<file path="src/rtl/uart_tx_arbiter.sv">
// uart_tx_arbiter: round-robin arbiter that shares one UART transmitter among NUM_REQ byte producers
module uart_tx_arbiter #(
  parameter int NUM_REQ      = 4,
  parameter int IDW          = 2,
  parameter int BUSY_TIMEOUT = 16
) (
  input  logic                   clk_50m,
  input  logic                   rst,
  input  logic [NUM_REQ-1:0]     req_valid,
  input  logic [8*NUM_REQ-1:0]   req_data,
  output logic [NUM_REQ-1:0]     req_ready,
  output logic [7:0]             tx_data,
  output logic                   tx_en_n,
  input  logic                   tx_busy,
  output logic [IDW-1:0]         grant_id,
  output logic                   frame_done,
  output logic                   timeout_err
);
  localparam int CW = $clog2(BUSY_TIMEOUT + 1);
  typedef enum logic [1:0] {IDLE, LAUNCH, WAIT_BUSY, WAIT_DONE} state_t;
  state_t state_q, state_d;
  logic [IDW-1:0] last_q, last_d, grant_id_q, grant_id_d, win;
  logic [7:0] tx_data_q, tx_data_d, win_byte;
  logic tx_en_n_q, tx_en_n_d, frame_done_q, frame_done_d, timeout_err_q, timeout_err_d;
  logic [CW-1:0] cnt_q, cnt_d;
  logic grant, expire;
  // Rotating search: the smallest offset from last+1 with a valid request wins
  always_comb begin
    win = last_q;
    for (int k = NUM_REQ; k >= 1; k--) begin
      logic [IDW-1:0] idx;
      idx = IDW'((int'(last_q) + k) % NUM_REQ);
      if (req_valid[idx]) win = idx;
    end
  end
  always_comb begin
    win_byte = '0;
    for (int i = 0; i < NUM_REQ; i++)
      if (win == IDW'(i)) win_byte = req_data[8*i +: 8];
  end
  assign grant     = (state_q == IDLE) && !tx_busy && |req_valid && !rst;
  assign req_ready = grant ? (NUM_REQ'(1) << win) : '0;
  assign expire    = (state_q == WAIT_BUSY) && !tx_busy && (cnt_q == CW'(BUSY_TIMEOUT - 1));
  always_ff @(posedge clk_50m) begin
    if (rst) state_q <= IDLE;
    else     state_q <= state_d;
  end
  always_comb begin
    state_d = state_q;
    case (state_q)
      IDLE:      state_d = grant ? LAUNCH : IDLE;
      LAUNCH:    state_d = WAIT_BUSY;
      WAIT_BUSY: state_d = tx_busy ? WAIT_DONE : (expire ? IDLE : WAIT_BUSY);
      WAIT_DONE: state_d = tx_busy ? WAIT_DONE : IDLE;
      default:   state_d = IDLE;
    endcase
  end
  always_comb begin
    tx_data_d     = grant ? win_byte : tx_data_q;
    grant_id_d    = grant ? win : grant_id_q;
    last_d        = grant ? win : last_q;
    tx_en_n_d     = !grant;
    cnt_d         = (state_q == LAUNCH) ? '0 :
                    ((state_q == WAIT_BUSY) && !tx_busy) ? cnt_q + 1'b1 : cnt_q;
    frame_done_d  = (state_q == WAIT_DONE) && !tx_busy;
    timeout_err_d = timeout_err_q | expire;
  end
  always_ff @(posedge clk_50m) begin
    if (rst) begin
      last_q        <= IDW'(NUM_REQ - 1);
      grant_id_q    <= '0;
      tx_data_q     <= '0;
      tx_en_n_q     <= 1'b1;
      cnt_q         <= '0;
      frame_done_q  <= 1'b0;
      timeout_err_q <= 1'b0;
    end else begin
      last_q        <= last_d;
      grant_id_q    <= grant_id_d;
      tx_data_q     <= tx_data_d;
      tx_en_n_q     <= tx_en_n_d;
      cnt_q         <= cnt_d;
      frame_done_q  <= frame_done_d;
      timeout_err_q <= timeout_err_d;
    end
  end
  assign tx_data     = tx_data_q;
  assign tx_en_n     = tx_en_n_q;
  assign grant_id    = grant_id_q;
  assign frame_done  = frame_done_q;
  assign timeout_err = timeout_err_q;
endmodule

</file>
<file path="config.mk">
export PLATFORM = sky130hd
export DESIGN_NAME = uart_tx_arbiter
export DESIGN_NICKNAME = d
export VERILOG_FILES = /design/src/rtl/uart_tx_arbiter.sv
export SDC_FILE = /design/constraint.sdc
export NUM_CORES = 1
export LEC_CHECK = 0
export BUFFER_PORTS_ARGS = -buffer_cell sky130_fd_sc_hd__buf_2
export CAP_MARGIN = 40
export CORE_ASPECT_RATIO = 0.9
export CORE_MARGIN = 5
export CORE_UTILIZATION = 42
export DETAILED_ROUTE_END_ITERATION = 10
export PLACE_DENSITY = 0.71
export SYNTH_ARGS = -nofsm -noshare
export SYNTH_HDL_FRONTEND = slang
export SYNTH_SLANG_ARGS = --single-unit
</file>
<file path="constraint.sdc">
create_clock -name clk_50m -period 1.4 [get_ports clk_50m]
set_input_delay 0.21 -clock clk_50m [delete_from_list [all_inputs] [get_ports clk_50m]]
set_output_delay 0.21 -clock clk_50m [all_outputs]
set_load 0.02 [all_outputs]
</file>
Word-level counts from Yosys, hierarchy flattened

Cells that the tools add are included.

Input bits: 39
Output and inout port bits: 17
Bits in registers: 22
Logic and storage cells: 61

Mux-type cells: 22
Add/subtract/negate cells: 5
Shift-type cells: 1
Reductions and logical operators: 13
Bitwise operators: 1
Equality and inequality tests: 7
Magnitude comparators: 4

Operators with widths:

| kind                                                        | count |
|---|---|
| two-way mux 8 bit                                           | 4 |
| two-way mux 2 bit                                           | 7 |
| less-than comparator 2 x 3 -> 1 bit (second input constant) | 4 |
| binary-select mux 1 bit (select 2 bit)                      | 4 |
| equality test 2 bit (second input constant)                 | 4 |
| case mux 2 bit (4 select lines)                             | 1 |
| logical AND 1 bit                                           | 6 |
| adder 5 x 1 -> 5 bit (second input constant)                | 1 |
| equality test 5 x 4 -> 1 bit (second input constant)        | 1 |
| two-way mux 1 bit                                           | 5 |
| adder 2 x 1 -> 2 bit (second input constant)                | 2 |
| adder 2 bit (second input constant)                         | 2 |
| equality test 2 x 1 -> 1 bit (second input constant)        | 2 |
| logical NOT 2 bit                                           | 2 |
| two-way mux 4 bit                                           | 1 |
| OR reduction 4 bit                                          | 1 |
| left shift 1 x 2 -> 4 bit (first input constant)            | 1 |
| logical NOT 1 bit                                           | 3 |
| OR reduction 2 bit                                          | 1 |
| OR 1 bit                                                    | 1 |

Depth between registers and ports, before layout

Gate-level depths: netlist (run 1).

Word-level depth: 12
Depth in mapped cells: 6
Depth with buffers taken out: 6

Worst setup path after synthesis (run 1)

Ideal clock, no wire load.

Kind: reg2out
Start: register state_q[0]
End: output port req_ready[2]
Required time: 1.190 ns
Path slack: -0.278 ns
Arrival time: 1.468 ns
Stages on the path, launching flop included: 6
Buffers on the path: 1
Path through: dfxtp_1 -> nor4_2 -> o41ai_2 -> or2_1 -> buf_6 -> nor2_1

Cells in the longest elaborated chain, start to end: 5

RTL lines:

| element                        | line | source |
|---|---|---|
| start: declaration             | 21   | `state_t state_q, state_d;` |
| start signal: assignment       | 46   | `else state_q <= state_d;` |
| logical NOT 2 bit              | 41   | `assign grant = (state_q == IDLE) && !tx_busy && \|req_valid && !rst;` |
| logical AND 1 bit (3 in a row) | 41   |  |
| two-way mux 4 bit              | 42   | `assign req_ready = grant ? (NUM_REQ'(1) << win) : '0;` |
| end: declaration               | 11   | `output logic [NUM_REQ-1:0] req_ready,` |

Every way passes these cells.

Final worst setup path (run 1)

Start: register last_q[0]
End: output port req_ready[3]

Cells in the longest elaborated chain, start to end: 9
Elaborated cells on any way between the ends: 18
Classes of those cells: 4 x add/sub; 1 x shift; 13 x mux

RTL lines:

| element                                 | line | source |
|---|---|---|
| start: declaration                      | 22   | `logic [IDW-1:0] last_q, last_d, grant_id_q, grant_id_d, win;` |
| start signal: assignment                | 70   | `last_q <= IDW'(NUM_REQ - 1);` |
| start signal: assignment                | 78   | `last_q <= last_d;` |
| adder 2 x 1 -> 2 bit                    | 32   | `idx = IDW'((int'(last_q) + k) % NUM_REQ);` |
| binary-select mux 1 bit (select 2 bit)  | 33   | `if (req_valid[idx]) win = idx;` |
| two-way mux 1 bit (implied by the code) | 33   |  |
| two-way mux 2 bit (3 in a row)          | 33   |  |
| two-way mux 2 bit *                     | 33   |  |
| left shift 1 x 2 -> 4 bit *             | 42   |  |
| two-way mux 4 bit *                     | 42   |  |

Mark *: on every way between the ends. The rest lies on a longest branch, timed or not. The select of a mux whose other input is x is not followed.

==> run_results.csv, run 1 <==
group,metric,value,unit
power,irDropWorstVdd,0.665,mV
setup_path,critical_path_startpoint,"last_q[0]",
setup_path,slowest_stage,"dfxtp_2",
finish,final_net_count,256,
power,power.net_switching,557,uW
routing,routed-via-count,1365,
routing,drt_iter0_markers,48,
power,p_leak,0.000916,uW
routing,drc,0,
finish,proportion_of_layout_cells_with_a_drive_suffix_above_1,65.4,%
timing,slew_at_the_pin_closest_to_its_max_slew_limit,0.367,ns
power,power_density_relative_to_cell_area,801,mW/mm2
logic_synthesis,synth.yosys.seq_area_share,35.2,%
logic_synthesis,yosysTopAreaCellShare,35.2,%
routing,post_drt_wl_per_cell,17.0,um
finish,syn_to_final_growth,75.3,%
routing,drtPass1Iterations,4,
timing,layout_setup_ws,-0.481,ns
setup_path,cp_max_fo,3,
floorplanning,row_count,18,
clock_network,clkTransAtPathRegs,0.13,ns
setup_path,critPathTopFamily,"simple AND/OR/NAND/NOR gates",
setup_path,worst-endpoint-required,1.19,ns
clock_network,clk_path_buf_depth,2,
routing,finalWirelength,4320,um
clock_network,cts_root_buffer,"clkbuf_4",
logic_synthesis,syn_nets,171,
logic_synthesis,synth.yosys.warnings,0,
logic_synthesis,area_of_the_mapped_netlist,0.00125,mm2
power,power_switching_share,31.7,%
min_path,worst_hold_path_type,"in -> reg",
timing,rsz0062_at_grt,"true",
setup_path,worstPathCellList,"buf_4 -> nor3b_2 -> a211oi_2 -> or2_4 -> nor2b_4 -> buf_6",
global_routing,gr-total-overflow,0,
timing,min_period_over_period,134,%
logic_synthesis,syn-mean-instance-area,9.63,um2
timing,timing.final.setup_violations,14,
setup_path,startpoint_type,"flop",
logic_synthesis,leading_cell_types_by_total_area_after_synthesis,"dfxtp_1 35%, mux2i_1 14%, o221ai_2 9.6%",
timing,worst_slew_margin_rel,75.5,%
timing,finalClockSkew,0.00377,ns
timing,finalWorstPathRequiredPeriod,1.88,ns
setup_path,cp.arrival,1.67,ns
power,clkPwrFrac,20.1,%
job,max_cap_violations,0,
routing,drt.antenna.violating_nets,0,
floorplanning,dieArea,0.00418,mm2
clock_network,clkLatencyLatePin,0.30,ns
logic_synthesis,ys_types,35,
timing,timing_max_transition_violations_final,0,
setup_path,reg2reg_from,"last_q[1]",
floorplanning,core-area,0.00282,mm2
logic_synthesis,postSynthCellCount,130,
placed_design,gp_congestion,0.777,
setup_path,critical-path-max-stage-delay,0.36,ns
global_routing,grt_pass1_vias,1351,
placed_design,numPortBuffers,55,
power,pwr-share-comb,39.9,%
status,violations,"negative setup slack",
finish,fill_cells,174,
global_routing,grtUsageTotal,20.2,%
finish,diodes_inserted,0,
floorplanning,floorplan.die.height,61.8,um
power,power.internal,1200,uW
setup_path,critPathCaptureType,"primary output",
floorplanning,chipWidth,67.6,um
status,status,"finished with violations",
routing,via_per_instance_ratio,5.37,
clock_network,numClockSinks,22,
placed_design,detailed_place_hpwl,2780,um
global_routing,number_of_antenna_violations_at_the_first_check_in_global_routing,0,
timing,max_freq,532,MHz
global_routing,pin_count_of_the_biggest_net_entering_global_routing,22,
clock_network,clock_tree_from_tritoncts,"built",
clock_network,cts_inserted_buffers,3,
min_path,hold_path.startpoint,"req_data[5]",
logic_synthesis,yosysTopAreaCell,"dfxtp_1",
setup_path,worst-setup-path-type,"reg -> out",
floorplanning,floorplan.initialDensity,44.5,%
power,seq_power_share,40.0,%
finish,finish.utilization,78.0,%
timing,final_hold_viol_count,0,
floorplanning,design.portCount,56,
global_routing,wire_length_of_the_first_global_routing_pass,6380,um
setup_path,buffers_inverters_on_critical_path,2,
clock_network,cts-htree-levels,1,
logic_synthesis,ys_ff_latch,22,
placed_design,post_place_setup_slack,-0.269,ns
## synth_stat cells, drive strengths merged
cell / n
nor3b: 2
buf: 5
nand4b: 1
o21bai: 1
nand2b: 3
o211ai: 1
o41ai: 1
nor2: 12
dfxtp: 22
inv: 3
nand2: 5
a211oi: 1
or3b: 1
and3: 1
nor3: 2
o21ai: 4
o22ai: 1
a22oi: 2
nand3b: 8
ha: 2
a31oi: 1
a32oi: 1
nor2b: 8
mux2i: 18
a21oi: 8
o221ai: 9
nor4: 1
or2: 1
and2: 1
clkbuf: 3
a2bb2oi: 1
## worst reg2reg max path, cell delays in order, from the launching register on
cell	delay [ns]
dfxtp_4	0.39
or3b_1	0.36
o221ai_2	0.08
buf_6	0.15
buf_12	0.13
buf_12	0.11
buf_12	0.13
mux2i_4	0.24
o221ai_2	0.11
## flip-flops by register name (all words and copies together) (netlist names)
| signal | count |
|---|---|
| timeout_err | 1 |
| last_q | 2 |
| cnt_q | 5 |
| frame_done | 1 |
| state_q | 2 |
| tx_en_n | 1 |
| tx_data | 8 |
| grant_id | 2 |
## kinds of logic (layout without fill, tap and decap cells)
| logic type | Yosys count | after routing | synth area share (%) |
|---|---|---|---|
| AOI/OAI and AO/OA | 31 | 31 | 21.8 |
| adders and majority gates | 2 | 2 | 2.00 |
| buffers and inverters | 11 | 95 | 5.19 |
| DFF | 22 | 22 | 35.2 |
| and+or+nand+nor | 46 | 46 | 21.5 |
| muxes | 18 | 18 | 14.4 |
## power groups by stage
stage | clock network [uW] | logic [uW] | registers [uW]
floorplan | 0 | 237 | 759
global placement | 0 | 448 | 712
detailed placement | 0 | 460 | 716
CTS | 357 | 627 | 704
global route | 389 | 742 | 708
finish | 353 | 702 | 704
## final cells by class
cell class	instances	area (um2)	area share, %
inverter	3	11.3	0.513
sequential	22	453	20.6
multi-input combinational	97	1010	45.9
tap	40	50.0	2.28
timing repair buffer	88	638	29.1
clock buffer	4	36.3	1.65
## metrics by stage
step | setup TNS, ns | instances | hold WS (ns) | total power [uW] | instance area, um2
6_report | -5.12 | 254 | 0.199 | 1760 | 2200
5_1_grt | -6.19 | 254 | 0.199 | 1840 | 2200
4_1_cts | -4.77 | 252 | 0.189 | 1690 | 2040
3_5_place_dp | -3.18 | 236 | 0.473 | 1180 | 1710
3_3_place_gp | -2.41 | 236 | 0.447 | 1160 | 1710
2_1_floorplan | -0.996 | 130 | 0.352 | 997 | 1290
## layer usage
metal | global-route usage (%) | vias up | routed length (um)
met4 | 6.07 | 0 | 65
met1 | 24.8 | 668 | 1680
li1 | - | 650 | -
met2 | 36.5 | 41 | 2370
met3 | 3.06 | 6 | 203
met5 | 0 | - | 0
## path summary, 6_finish.rpt
path,end,slack [ns],cells past startpoint
hold reg to reg,grant_id[1],0.51,2
setup reg to reg,tx_data[6],-0.40,8
hold / removal,tx_data[5],0.20,3
setup / recovery,req_ready[3],-0.48,6
## layout by cell type (no fill, tap or decap), types with 2 or more instances in the layout
master,count
a21oi_1,6
a22oi_1,2
buf_12,3
buf_2,51
buf_4,19
buf_6,12
buf_8,3
clkbuf_4,3
dfxtp_1,16
dfxtp_2,4
dfxtp_4,2
ha_4,2
inv_1,3
mux2i_1,6
mux2i_2,6
mux2i_4,6
nand2_1,4
nand2b_1,2
nand3b_1,8
nor2_1,9
nor2_4,3
nor2b_1,5
nor2b_4,3
nor3_1,2
o21ai_0,3
o221ai_2,8
## what timing repair did
item / 4_1_cts / 5_1_grt
cloned: 1 / 0
setup buffers: 12 / 6
pin swaps: 11 / 15
endpoints found under the setup margin: 15 / 18
resized for setup: 43 / 32
hold buffers: 0 / 0
hold endpoints to repair: 0 / 0
Note: power is estimated with default switching activity, not from simulation.
==> inputs of run 2 (changes only) <==
--- a/config.mk
+++ b/config.mk
@@ -5,11 +5,12 @@
 export SDC_FILE = /design/constraint.sdc
 export NUM_CORES = 1
 export LEC_CHECK = 0
+export ABC_AREA = 1
 export BUFFER_PORTS_ARGS = -buffer_cell sky130_fd_sc_hd__buf_2
 export CAP_MARGIN = 40
 export CORE_ASPECT_RATIO = 0.9
 export CORE_MARGIN = 5
-export CORE_UTILIZATION = 42
+export CORE_UTILIZATION = 43
 export DETAILED_ROUTE_END_ITERATION = 10
 export PLACE_DENSITY = 0.71
 export SYNTH_ARGS = -nofsm -noshare
==> run 2 against run 1 <==
  * The run still ends with negative setup slack left
  * Maximum frequency is 7.5% lower
  * Core utilization shrank 7.1 points
  * Worst setup slack lost 0.15 ns
  * Clock skew fell by 0.00077 ns
  * Via count increased by 21%
  * Count of clock-buffer cells in the layout fell by 1
  * Critical path depth rose by 5
  * Flip-flop and latch count did not move
  * Largest cell class unchanged
  * Largest power group is now combinational cells
  * Highest routed layer unchanged
==> run_results.csv, run 2 <==
group,metric,value,unit
power,irDropWorstVdd,0.542,mV
routing,drtPass1Iterations,4,
logic_synthesis,post-synth-top-count-cell,"nand2_1",
global_routing,wire_length_of_the_first_global_routing_pass,6690,um
setup_path,cp.arrival,1.82,ns
power,p_leak,0.00111,uW
logic_synthesis,ys_ff_latch,22,
global_routing,grt_pass1_vias,1512,
floorplanning,dieArea,0.00446,mm2
status,status,"finished with violations",
clock_network,clk_path_buf_depth,2,
finish,post_route_cell_area,0.00219,mm2
logic_synthesis,ys_types,32,
routing,routed-via-count,1653,
routing,drt_iter0_markers,80,
logic_synthesis,postSynthCellCount,210,
finish,finish.utilization,70.9,%
finish,largest_reg_flops,8,
logic_synthesis,syn-mean-instance-area,6.61,um2
logic_synthesis,synth_edf_count,0,
floorplanning,core-area,0.00309,mm2
setup_path,r2r_cells,16,
timing,timing.final.setup_violations,16,
setup_path,worstPathCellList,"buf_6 -> o21ai_4 -> nand2_2 -> nand2_2 -> nand2_2 -> nand2_2 -> nand2_2 -> nand2_4 -> inv_8 -> nor3_4 -> buf_6",
status,violations,"negative setup slack",
job,max_cap_violations,0,
timing,layout_setup_ws,-0.633,ns
clock_network,cts-htree-levels,1,
placed_design,gp_congestion,0.840,
logic_synthesis,leading_cell_types_by_total_area_after_synthesis,"dfxtp_1 32%, nand2_1 17%, inv_1 7.8%",
setup_path,reg2reg_from,"last_q[0]",
setup_path,cp_max_fo,6,
clock_network,clkTransAtPathRegs,0.14,ns
timing,max_freq,492,MHz
finish,layout_commonest_cell,"nand2_1",
clock_network,cts_root_buffer,"clkbuf_4",
floorplanning,floorplan.initialDensity,44.9,%
setup_path,critical-path-top-cell-by-count,"nand2_2",
logic_synthesis,syn_nets,251,
min_path,worst_hold_path_type,"in -> reg",
global_routing,gr-total-overflow,0,
finish,proportion_of_layout_cells_with_a_drive_suffix_above_1,47.3,%
global_routing,pin_count_of_the_biggest_net_entering_global_routing,14,
timing,rsz0062_at_grt,"true",
floorplanning,floorplan.die.height,63.9,um
global_routing,grtUsageTotal,18.1,%
finish,multiInputGateArea,900,um2
timing,slew_at_the_pin_closest_to_its_max_slew_limit,0.276,ns
timing,timing_max_transition_violations_final,0,
floorplanning,row_count,19,
clock_network,numClockSinks,22,
global_routing,number_of_antenna_violations_at_the_first_check_in_global_routing,0,
setup_path,worst-endpoint-required,1.19,ns
floorplanning,design.portCount,56,
routing,finalWirelength,4350,um
setup_path,slowest_stage,"dfxtp_4",
clock_network,clock_tree_from_tritoncts,"built",
timing,final_hold_viol_count,0,
routing,via_per_instance_ratio,4.86,
logic_synthesis,synthArstFlopShare,0,%
logic_synthesis,synth.yosys.seq_area_share,31.7,%
power,power_density_relative_to_cell_area,1060,mW/mm2
logic_synthesis,yosysTopAreaCellShare,31.7,%
placed_design,detailed_place_hpwl,2950,um
min_path,hold_path.startpoint,"tx_busy",
finish,final_net_count,340,
setup_path,worst-setup-path-type,"reg -> out",
finish,mostFrequentLayoutCells,"52 x nand2_1, 51 x buf_2, 28 x inv_1",
routing,post_drt_wl_per_cell,12.8,um
min_path,timing.hold.worst_path_depth,2,
setup_path,timing.reg2reg.setup_slack,-0.56,ns
finish,layout.area.seq,447,um2
setup_path,regToRegEndpoint,"tx_data[4]",
clock_network,cts_hold_repair.buffers,0,
timing,finalClockSkew,0.00300,ns
setup_path,critPathCaptureType,"primary output",
finish,syn_to_final_growth,58.0,%
logic_synthesis,synth_top_flop_cell,"dfxtp_1",
finish,finalNonFillerCells,340,
finish,fill_cells,270,
logic_synthesis,area_of_the_mapped_netlist,0.00139,mm2
floorplanning,chipWidth,69.9,um
logic_synthesis,post_synth_most_frequent_cells,"64 x nand2_1, 29 x inv_1, 22 x dfxtp_1, 14 x a21oi_1, 11 x nor2_1",
placed_design,placed_cells,325,
clock_network,clkLatencyLatePin,0.32,ns
routing,drc,0,
setup_path,critical-path-max-stage-delay,0.40,ns
clock_network,cts_inserted_buffers,3,
logic_synthesis,yosysTopAreaCell,"dfxtp_1",
placed_design,numPortBuffers,55,
min_path,hold_end,"frame_done",
timing,finalWorstPathRequiredPeriod,2.03,ns
timing,worst_slew_margin_rel,81.4,%
logic_synthesis,synth.yosys.warnings,0,
placed_design,place_area,0.00192,mm2
timing,min_period_over_period,145,%
finish,diodes_inserted,0,
routing,drt.antenna.violating_nets,0,
setup_path,startpoint_type,"flop",
[run 2: changes by cell type after synthesis, moves of 5 or more]
cell	delta
a21oi_1	+6
nor3_1	+6
nand3_1	+9
nand3b_1	-6
nand2_1	+59
nand2_2	+5
nor2b_1	-7
o31ai_1	+5
mux2i_1	-18
o221ai_2	-8
inv_1	+26
o21ai_1	+5
[run 2: kinds of logic after synthesis]
kind of cell	count (synthesis)	share of synthesized area, %
compound gates	38	16.9
fa+ha+maj	2	1.80
flops	22	31.7
simple gates	108	36.2
buf+inv	40	13.4
[run 2: worst max-delay path: cells and delay by family (launching register included)]
family,cells,cell delay (ns)
and+or+nand+nor,7,0.60
DFF,1,0.40
AOI/OAI and AO/OA,1,0.15
buffers and inverters,3,0.34
[run 2: cell type report]
type,count,area share (%)
Clock inverter,1,1.37
Multi-Input combinational cell,149,41.0
Inverter,35,6.85
Timing Repair Buffer,88,26.9
Sequential cell,22,20.4
Tap cell,42,2.40
Clock buffer,3,1.03
[run 2: report_power, final]
| part | switching (uW) | internal [uW] |
|---|---|---|
| sequential | 29.6 | 668 |
| clock | 220 | 290 |
| combinational | 618 | 504 |
| total | 867 | 1460 |
[run 2: through the flow]
stage	total power (uW)	hold WS, ns	setup TNS, ns	setup WS, ns
after detailed placement	1580	0.443	-5.23	-0.395
after CTS	2230	0.101	-5.86	-0.606
after floorplan	1300	0.286	-2.75	-0.256
final	2330	0.120	-7.20	-0.633
after global routing	2460	0.113	-8.65	-0.731
after global placement	1570	0.446	-4.58	-0.355
[run 2: metal layers]
| layer | global-route usage (%) | share of wire (%) | up-vias |
|---|---|---|---|
| met3 | 2.98 | 6.9 | 6 |
| met2 | 29.6 | 47 | 57 |
| met4 | 5.02 | 1.9 | 0 |
| met1 | 24.8 | 44 | 738 |
| li1 | - | - | 852 |
| met5 | 0 | 0 | - |
[run 2: timing repair]
item	CTS	global route
cloned	1	0
setup buffers	8	3
gates resized for setup	28	16
setup endpoints to repair	16	19
pin swaps	7	13
[run 2: worst max-delay path by stage]
stage	startpoint	endpoint	slack, ns	cells past startpoint
global placement	last_q[0]	tx_data[4]	-0.35	14
detailed placement	last_q[0]	tx_data[4]	-0.40	14
CTS	last_q[0]	req_ready[0]	-0.61	11
floorplan	last_q[0]	req_ready[1]	-0.26	14
global route	last_q[0]	req_ready[3]	-0.73	13
finish	last_q[0]	req_ready[0]	-0.63	11
